--- src/rtl/riscx_pkg.sv ---
// Shared riscx core definitions: widths, reset PC and fetch-stage state encoding.
package riscx_pkg;

  localparam int          XLEN         = 32;
  localparam int          INSTR_W      = 32;
  localparam logic [31:0] RESET_PC_DEF = 32'h8000_0000;

  // Fetch FSM: S_REQ may issue, S_WAIT has one request outstanding,
  // S_DROP owes a response that must be thrown away (redirected while waiting).
  typedef enum logic [1:0] {
    S_REQ  = 2'd0,
    S_WAIT = 2'd1,
    S_DROP = 2'd2
  } ifu_state_e;

endpackage

--- src/rtl/dff_lr.sv ---
// Register primitive: async active-low reset to RST_VAL, load enable.
// RST_VAL defaults to zero; a non-zero value gives the set-value variant.
module dff_lr #(
  parameter int           W       = 1,
  parameter logic [W-1:0] RST_VAL = '0
) (
  input  logic         clk,
  input  logic         rst_n,
  input  logic         en,
  input  logic [W-1:0] d,
  output logic [W-1:0] q
);

  // Load d when enabled; reset value on rst_n low.
  always_ff @(posedge clk or negedge rst_n) begin
    if (!rst_n)  q <= RST_VAL;
    else if (en) q <= d;
  end

endmodule

--- src/rtl/ifu_out_stage.sv ---
// One-entry valid/ready output register between fetch and decode.
// Flush wins over load and over the consumer handshake.
module ifu_out_stage
  import riscx_pkg::*;
#(
  parameter int XW = XLEN,
  parameter int IW = INSTR_W
) (
  input  logic          clk,
  input  logic          rst_n,
  input  logic          flush,
  input  logic          load,
  input  logic [XW-1:0] load_pc,
  input  logic [IW-1:0] load_instr,
  input  logic          load_err,
  input  logic          out_ready,
  output logic          out_valid,
  output logic [XW-1:0] out_pc,
  output logic [IW-1:0] out_instr,
  output logic          out_err,
  output logic          space
);

  logic valid_d;
  logic pay_en;

  // Room for a new instruction once the current one leaves (or there is none).
  assign space  = !out_valid | out_ready;
  assign pay_en = load & !flush;

  // Next valid: flush clears, load sets, handshake drains, otherwise hold.
  always_comb begin
    valid_d = out_valid;
    if (flush)                       valid_d = 1'b0;
    else if (load)                   valid_d = 1'b1;
    else if (out_valid && out_ready) valid_d = 1'b0;
  end

  dff_lr #(.W(1)) u_valid (
    .clk(clk), .rst_n(rst_n), .en(1'b1), .d(valid_d), .q(out_valid)
  );

  // Payload only changes on a load, so it holds while stalled.
  dff_lr #(.W(XW)) u_pc (
    .clk(clk), .rst_n(rst_n), .en(pay_en), .d(load_pc), .q(out_pc)
  );

  dff_lr #(.W(IW)) u_instr (
    .clk(clk), .rst_n(rst_n), .en(pay_en), .d(load_instr), .q(out_instr)
  );

  dff_lr #(.W(1)) u_err (
    .clk(clk), .rst_n(rst_n), .en(pay_en), .d(load_err), .q(out_err)
  );

endmodule

--- src/rtl/ifu_fetch.sv ---
// Instruction fetch stage: owns the PC, keeps at most one imem request in
// flight and hands fetched words to decode through ifu_out_stage.
// Redirects override everything and turn an in-flight fetch into a drop.
module ifu_fetch
  import riscx_pkg::*;
#(
  parameter int             XLEN     = riscx_pkg::XLEN,
  parameter logic [XLEN-1:0] RESET_PC = XLEN'(riscx_pkg::RESET_PC_DEF)
) (
  input  logic               clk,
  input  logic               rst_n,
  input  logic               redirect_valid,
  input  logic [XLEN-1:0]    redirect_pc,
  output logic               imem_req_valid,
  input  logic               imem_req_ready,
  output logic [XLEN-1:0]    imem_req_addr,
  input  logic               imem_rsp_valid,
  input  logic [INSTR_W-1:0] imem_rsp_data,
  input  logic               imem_rsp_err,
  output logic               if_valid,
  input  logic               if_ready,
  output logic [XLEN-1:0]    if_pc,
  output logic [INSTR_W-1:0] if_instr,
  output logic               if_err
);

  ifu_state_e      state;
  logic [XLEN-1:0] pc_r;
  logic [XLEN-1:0] pc_d;
  logic [XLEN-1:0] req_pc_r;
  logic [XLEN-1:0] redir_tgt;
  logic            space;
  logic            accept;
  logic            rsp_load;
  logic            unused_redir_lo;

  // Low address bits of a redirect target are ignored.
  assign redir_tgt       = {redirect_pc[XLEN-1:2], 2'b00};
  assign unused_redir_lo = ^redirect_pc[1:0];

  // Issue only when the output register can take the result, so a response
  // always lands in an empty slot. Gated by rst_n so nothing escapes in reset.
  assign imem_req_valid = rst_n & (state == S_REQ) & space & !redirect_valid;
  assign imem_req_addr  = {pc_r[XLEN-1:2], 2'b00};
  assign accept         = imem_req_valid & imem_req_ready;

  // A response is only kept in S_WAIT and only if not redirected that cycle.
  assign rsp_load = (state == S_WAIT) & imem_rsp_valid & !redirect_valid;

  // Next PC: redirect target beats sequential advance; wraps at 2^XLEN.
  always_comb begin
    pc_d = pc_r;
    if (redirect_valid) pc_d = redir_tgt;
    else if (accept)    pc_d = pc_r + XLEN'(4);
  end

  dff_lr #(.W(XLEN), .RST_VAL(RESET_PC)) u_pc (
    .clk(clk), .rst_n(rst_n), .en(redirect_valid | accept), .d(pc_d), .q(pc_r)
  );

  // PC of the request in flight, reported alongside its response.
  dff_lr #(.W(XLEN)) u_req_pc (
    .clk(clk), .rst_n(rst_n), .en(accept), .d(pc_r), .q(req_pc_r)
  );

  // Fetch FSM; a redirect while waiting converts the outstanding fetch into a drop.
  always_ff @(posedge clk or negedge rst_n) begin
    if (!rst_n) begin
      state <= S_REQ;
    end else if (redirect_valid) begin
      case (state)
        S_WAIT, S_DROP: state <= imem_rsp_valid ? S_REQ : S_DROP;
        default:        state <= S_REQ;
      endcase
    end else begin
      case (state)
        S_REQ:   if (accept)         state <= S_WAIT;
        S_WAIT:  if (imem_rsp_valid) state <= S_REQ;
        S_DROP:  if (imem_rsp_valid) state <= S_REQ;
        default:                     state <= S_REQ;
      endcase
    end
  end

  ifu_out_stage #(.XW(XLEN), .IW(INSTR_W)) u_out (
    .clk        (clk),
    .rst_n      (rst_n),
    .flush      (redirect_valid),
    .load       (rsp_load),
    .load_pc    (req_pc_r),
    .load_instr (imem_rsp_data),
    .load_err   (imem_rsp_err),
    .out_ready  (if_ready),
    .out_valid  (if_valid),
    .out_pc     (if_pc),
    .out_instr  (if_instr),
    .out_err    (if_err),
    .space      (space)
  );

endmodule
--- config.mk ---
export PLATFORM = sky130hd
export DESIGN_NAME = ifu_fetch
export DESIGN_NICKNAME = d
export VERILOG_FILES = /design/src/rtl/riscx_pkg.sv /design/src/rtl/dff_lr.sv /design/src/rtl/ifu_out_stage.sv /design/src/rtl/ifu_fetch.sv
export SDC_FILE = /design/constraint.sdc
export NUM_CORES = 1
export LEC_CHECK = 0
export ABC_AREA = 1
export CORE_MARGIN = 2
export CORE_UTILIZATION = 40
export CTS_BUF_LIST = sky130_fd_sc_hd__clkbuf_4 sky130_fd_sc_hd__clkbuf_8
export DETAILED_ROUTE_END_ITERATION = 10
export PLACE_DENSITY = 0.69
export SLEW_MARGIN = 25
export SYNTH_ARGS = -nofsm -noshare
export SYNTH_HDL_FRONTEND = slang
export SYNTH_SLANG_ARGS = --single-unit
--- constraint.sdc ---
create_clock -name clk -period 1.53 [get_ports clk]
set_input_delay 0.306 -clock clk [delete_from_list [all_inputs] [get_ports clk]]
set_output_delay 0.306 -clock clk [all_outputs]
set_load 0.005 [all_outputs]
# Word level (Yosys, flattened, before mapping)
# Cells that the tools add are included.
[word_totals] regBits=132 inputBits=71 word_cells=41
[classes] n_addsub=1 n_eq_ne=4 n_mux=11 bitwise_logic=9 reduce_logical=9
[op_table] operator="$mux W32" count=2
[op_table] operator="$add A32 B3 Y32 const B" count=1
[op_table] operator="$mux W2" count=5
[op_table] operator="$and A1 B1 Y1" count=7
[op_table] operator="$pmux W2 S2" count=1
[op_table] operator="$reduce_and A2 Y1" count=2
[op_table] operator="$mux W1" count=3
[op_table] operator="$ne A3 B1 Y1 const B" count=1
[op_table] operator="$ne A3 B3 Y1 const B" count=1
[op_table] operator="$reduce_bool A3 Y1" count=1
[op_table] operator="$eq A2 B1 Y1 const B" count=1
[op_table] operator="$eq A2 B2 Y1 const B" count=1
[op_table] operator="$logic_not A1 Y1" count=2
[op_table] operator="$logic_not A2 Y1" count=1
[op_table] operator="$or A1 B1 Y1" count=2
[op_table] operator="$reduce_bool A2 Y1" count=1
[op_table] operator="$reduce_or A2 Y1" count=1
[op_table] operator="$logic_and A1 B1 Y1" count=1

# Logic depth before layout (Yosys ltp)
[depth] depth_word=8 depth_mapped=10 ltp_nobuf=9

# Modules after synthesis
# A second synthesis with hierarchy kept.
[unflattened] hier_cells=863 area_unflattened_um2=6796.5
[modules_own_cells] mod="dff_lr at u_out.u_instr ..." n_inst=3 cells_each=136 area_each_um2=1292.5 seq_area_each_um2=800.8
[modules_own_cells] mod="ifu_fetch" n_inst=1 cells_each=301 area_each_um2=1514.0 seq_area_each_um2=50.0
[modules_own_cells] mod="dff_lr at u_pc" n_inst=1 cells_each=136 area_each_um2=1293.7 seq_area_each_um2=802.0
[modules_own_cells] mod="dff_lr at u_out.u_err ..." n_inst=2 cells_each=5 area_each_um2=40.0 seq_area_each_um2=25.0
[modules_own_cells] mod="ifu_out_stage" n_inst=1 cells_each=8 area_each_um2=31.3 seq_area_each_um2=0.0

# Worst setup path before layout
# Ideal clock, no wire load.
[synth_timing] path_kind="register -> register" start="reg state[0]" end="reg u_pc.q[6]" setup_ps=131 t_arrival_ps=1280 required_ps=1399 slack_ps=119 path_stages_with_launch=10 cell_sequence="dfrtp_1 inv_1 ha_1 inv_1 nor2_4 nand4_2 buf_4 buf_2 nand3_1 o211ai_1"
[synth_between] elab_chain_len=7
[synth_lines] element="start: declaration" line_no="ifu_fetch.sv:27" text="ifu_state_e state;"
[synth_lines] element="start signal: assignment" line_no="ifu_fetch.sv:72" text="S_WAIT, S_DROP: state <= imem_rsp_valid ? S_REQ : S_DROP;"
[synth_lines] element="$logic_not A2 Y1 (*)" line_no="ifu_fetch.sv:43" text="assign imem_req_valid = rst_n & (state == S_REQ) & space & !redirect_valid;"
[synth_lines] element="$and A1 B1 Y1 (*) (3 in series)" line_no="ifu_fetch.sv:43"
[synth_lines] element="$and A1 B1 Y1 (*)" line_no="ifu_fetch.sv:45" text="assign accept = imem_req_valid & imem_req_ready;"
[synth_lines] element="$reduce_bool A2 Y1 (no line) / $or A1 B1 Y1 (equally long branches)"
[synth_lines] element="$reduce_and A2 Y1 (no line) (*)"
[synth_lines] element="end signal: assignment" line_no="dff_lr.sv:16" text="if (!rst_n) q <= RST_VAL;"
[synth_lines] element="end signal: assignment" line_no="dff_lr.sv:17" text="else if (en) q <= d;"
[synth_lines] element="end: declaration" line_no="dff_lr.sv:11" text="output logic [W-1:0] q"
# Every way passes the cells marked *; elsewhere a longest branch is shown, timed or not.
# A chain may end at the register's enable or synchronous reset.

# Final worst setup path
[layout_timing] start="reg state[1]" end="out imem_req_valid"
[layout_between] elab_chain_len=4
[layout_lines] element="$logic_not A2 Y1" line_no="ifu_fetch.sv:43"
[layout_lines] element="$and A1 B1 Y1 (3 in series)" line_no="ifu_fetch.sv:43"
[layout_lines] element="end: declaration" line_no="ifu_fetch.sv:14" text="output logic imem_req_valid,"
# No other way between the ends.

==> results.py <==
metrics = {
    "die": {
        "fp.coreArea_um2": 14500,
        "num_io_pins": 170,
        "start_util_pct": 40.8,
        "die_w_um": 125,
        "rows": 44,
        "die_h_um": 125,
        "die-area_um2": 15700,
    },
    "yosys": {
        "syn_area_um2": 5900,
        "synthAdderAreaFrac_pct": 0.636,
        "synth_top_cell_by_area": "dfrtp_1",
        "ys_types": 34,
        "synthMuxAreaShare_pct": 12.9,
        "synthXorXnorAreaFrac_pct": 1.04,
        "ys_seq_area_share_pct": 53.5,
        "syn_area_per_cell_um2": 9.71,
        "syn_inst": 608,
        "synth_area_leaders": "dfrtp_1 53%, nand2_1 10%, mux2_2 7.1%",
        "synth.yosys.warnings": 0,
        "synth_top_area_share_pct": 53.0,
        "yosys.area_share.simple_pct": 19.7,
        "async_reset_ff_share_pct": 100,
        "synth_ff_type": "dfrtp_1",
        "synth_top_family_by_area": "simple AND/OR/NAND/NOR gates",
        "synth_compound_area_share_pct": 5.94,
        "synth_seq_cells": 126,
        "synth-edff-count": 0,
    },
    "worst_setup_path": {
        "crit_top_cell": "inv_2",
        "crit_arrival_ns": 1.47,
        "cp-end-kind": "output pin",
        "cp.required_ns": 1.22,
        "rr_worst_depth": 12,
        "cp.depth": 6,
        "path_cells": "inv_2, ha_4, inv_2, nor2_4, and3_4, buf_6",
        "critPathKind": "reg2out",
        "worst-path-max-fanout": 2,
        "cp-start-kind": "flip-flop",
        "crit_buf_inv": 3,
        "cp_top_family": "flip-flops",
        "max_stage_delay_ns": 0.40,
        "slowest_stage": "dfrtp_1",
    },
    "cts": {
        "clk_pin_slew_ns": 0.07,
        "cts_root_buf": "clkbuf_8",
        "clk_latency_ns": 0.45,
        "cts_sinks": 126,
        "clk_path_buf_depth": 2,
        "cts_hold_buffers": 0,
        "cts_buffers": 17,
        "cts_tree": "built",
        "htreeDepth": 4,
    },
    "power_and_ir_drop": {
        "p_leak_nw": 4.88,
        "total_power_w": 0.0147,
        "irDropWorstVdd_mv": 0.776,
        "power_density_nw_per_um2": 1490,
    },
    "cells_and_area": {
        "fin_nets": 938,
        "final_cells": 1058,
        "final_cell_mix": "123 x nand2_1, 116 x dfrtp_1, 89 x dlygate4sd2_1, 67 x clkdlybuf4s50_1, 59 x buf_4",
        "area_delta_synth_final_pct": 67.5,
        "n_antenna_cell": 0,
        "layout_commonest_cell": "nand2_1",
        "layout-drive-gt1-share_pct": 35.9,
    },
    "job": {
        "drv_cap": 0,
    },
    "outcome": {
        "status": "finished with violations",
        "violations": "negative setup slack",
    },
    "detailed_routing": {
        "via_count": 5459,
        "drc": 0,
        "wl_per_cell_um": 18.3,
        "dr.pass1.iters": 5,
        "vias_per_cell": 5.16,
        "ant_nets": 0,
        "first_iter_violations": 395,
        "drt_wl_total_um": 19300,
    },
    "sta": {
        "finalSetupViolCount": 117,
        "max_slew.worst_pin.slew_ns": 0.685,
        "tns_ns": -14.56,
        "skew_ns": 0.00871,
        "hold_viol": 0,
        "hold-worst-slack_ns": 0.0123,
        "final.setup.worst_slack_ns": -0.248,
        "slew_headroom_pct": 54.3,
        "period_share_pct": 116,
        "final_max_slew_viol_count": 0,
        "period_minus_slack_ns": 1.78,
        "max_freq_mhz": 562,
        "rsz0062_at_grt": "yes",
    },
    "global_route": {
        "grt_pass1_vias": 5458,
        "antenna_found_initial": 0,
        "grt_start_max_net_pins": 127,
        "overflow": 0,
        "grt_use_total_pct": 22.7,
        "grt_pass1_wl_um": 28100,
    },
    "worst_hold_path": {
        "hold_class": "in2async",
    },
    "placement": {
        "numPortBuffers": 163,
        "gp_congestion": 0.894,
        "hpwl_um": 11000,
        "dp_cells": 958,
        "pre_cts_slack_ns": -0.446,
    },
}
-- report_power, final --
| part | total (W) | switching, W | leakage [nW] | internal, W |
|---|---|---|---|---|
| Combinational | 0.00601 | 0.00236 | 3.11 | 0.00366 |
| Clock | 0.00319 | 0.00125 | 0.224 | 0.00193 |
| Sequential | 0.00552 | 0.000867 | 1.55 | 0.00465 |
-- worst register-to-register path: stages (launching register included) --
cell and delay [ns]:
dfrtp_1 0.40, inv_2 0.09, ha_4 0.14, inv_2 0.04, nor2_4 0.09, buf_6 0.11
buf_6 0.08, nand4_4 0.12, buf_12 0.20, nand2_8 0.09, buf_12 0.13, o21a_1 0.13
nand2_1 0.05
-- synth_stat cells (3+ instances only) --
cell and instances:
inv_1 44, buf_4 8, mux2_4 23, xor2_1 3, buf_6 5, ha_1 3, nor2_2 7, clkbuf_1 5
nand2_1 161, dfrtp_1 125, nand2_2 3, nor2_1 32, o21ai_0 44, xnor2_1 4, buf_2 9, o211ai_1 3
o21a_1 13, nand3_1 64, mux2_2 37
-- cell families (layout without fill, tap and decap cells) --
family                   count (synthesis)  in the layout
flip-flops                             126            126
other                                    1              4
adder cells (fa/ha/maj)                  3              3
AND/OR/NAND/NOR                        274            274
XOR/XNOR                                 7              7
buffers and inverters                   75            338
AO/OA/AOI/OAI                           62             62
multiplexers                            60             60
-- path summary, 6_finish.rpt --
path	from	endpoint	slack, ns
max in group asynchronous	rst_n	u_pc.q[24]	0.97
setup reg to reg	state[1]	u_pc.q[23]	-0.24
min in group clk	redirect_pc[11]	u_pc.q[11]	0.44
hold / removal	rst_n	u_pc.q[3]	0.01
setup / recovery	state[1]	imem_req_valid	-0.25
hold reg to reg	u_req_pc.q[23]	u_req_pc.q[23]	0.50
-- layer usage --
metal  vias up  GRT usage, %  part of all wire, %
met5         -             0                    0
met4         0          8.04                  2.8
met3        46          4.54                  5.4
met2       237          37.9                   51
met1      2669          29.5                   41
li1       2507             -                    -
-- final cells by class --
type	count	area, µm²
Clock buffer	22	297
Clock inverter	7	135
Fill cell	1022	4600
Inverter	47	194
Multi-Input combinational cell	410	3070
Sequential cell	126	3170
Tap cell	184	230
Timing Repair Buffer	262	2790
-- sequential cells by signal (all words and copies together) (netlist names) --
name / flops
u_out.u_valid.q: 1
u_req_pc.q: 30
state: 2
u_pc.q: 30
u_out.u_pc.q: 30
u_out.u_err.q: 1
u_out.u_instr.q: 32
-- metrics by stage --
| step | instance area [µm²] | utilization (%) |
|---|---|---|
| finish | 9880 | 68.2 |
| global placement | 7890 | 54.5 |
| detailed placement | 7890 | 54.5 |
| floorplan | 5910 | - |
| CTS | 9110 | 62.9 |
| global route | 9880 | 68.2 |
-- repair_timing --
item,4_1_cts,5_1_grt
pin swaps,5,16
endpoints found under the setup margin,217,125
cloned,11,8
gates resized for setup,168,177
setup buffers,50,10
No activity file was read; power rests on OpenSTA's default activity.
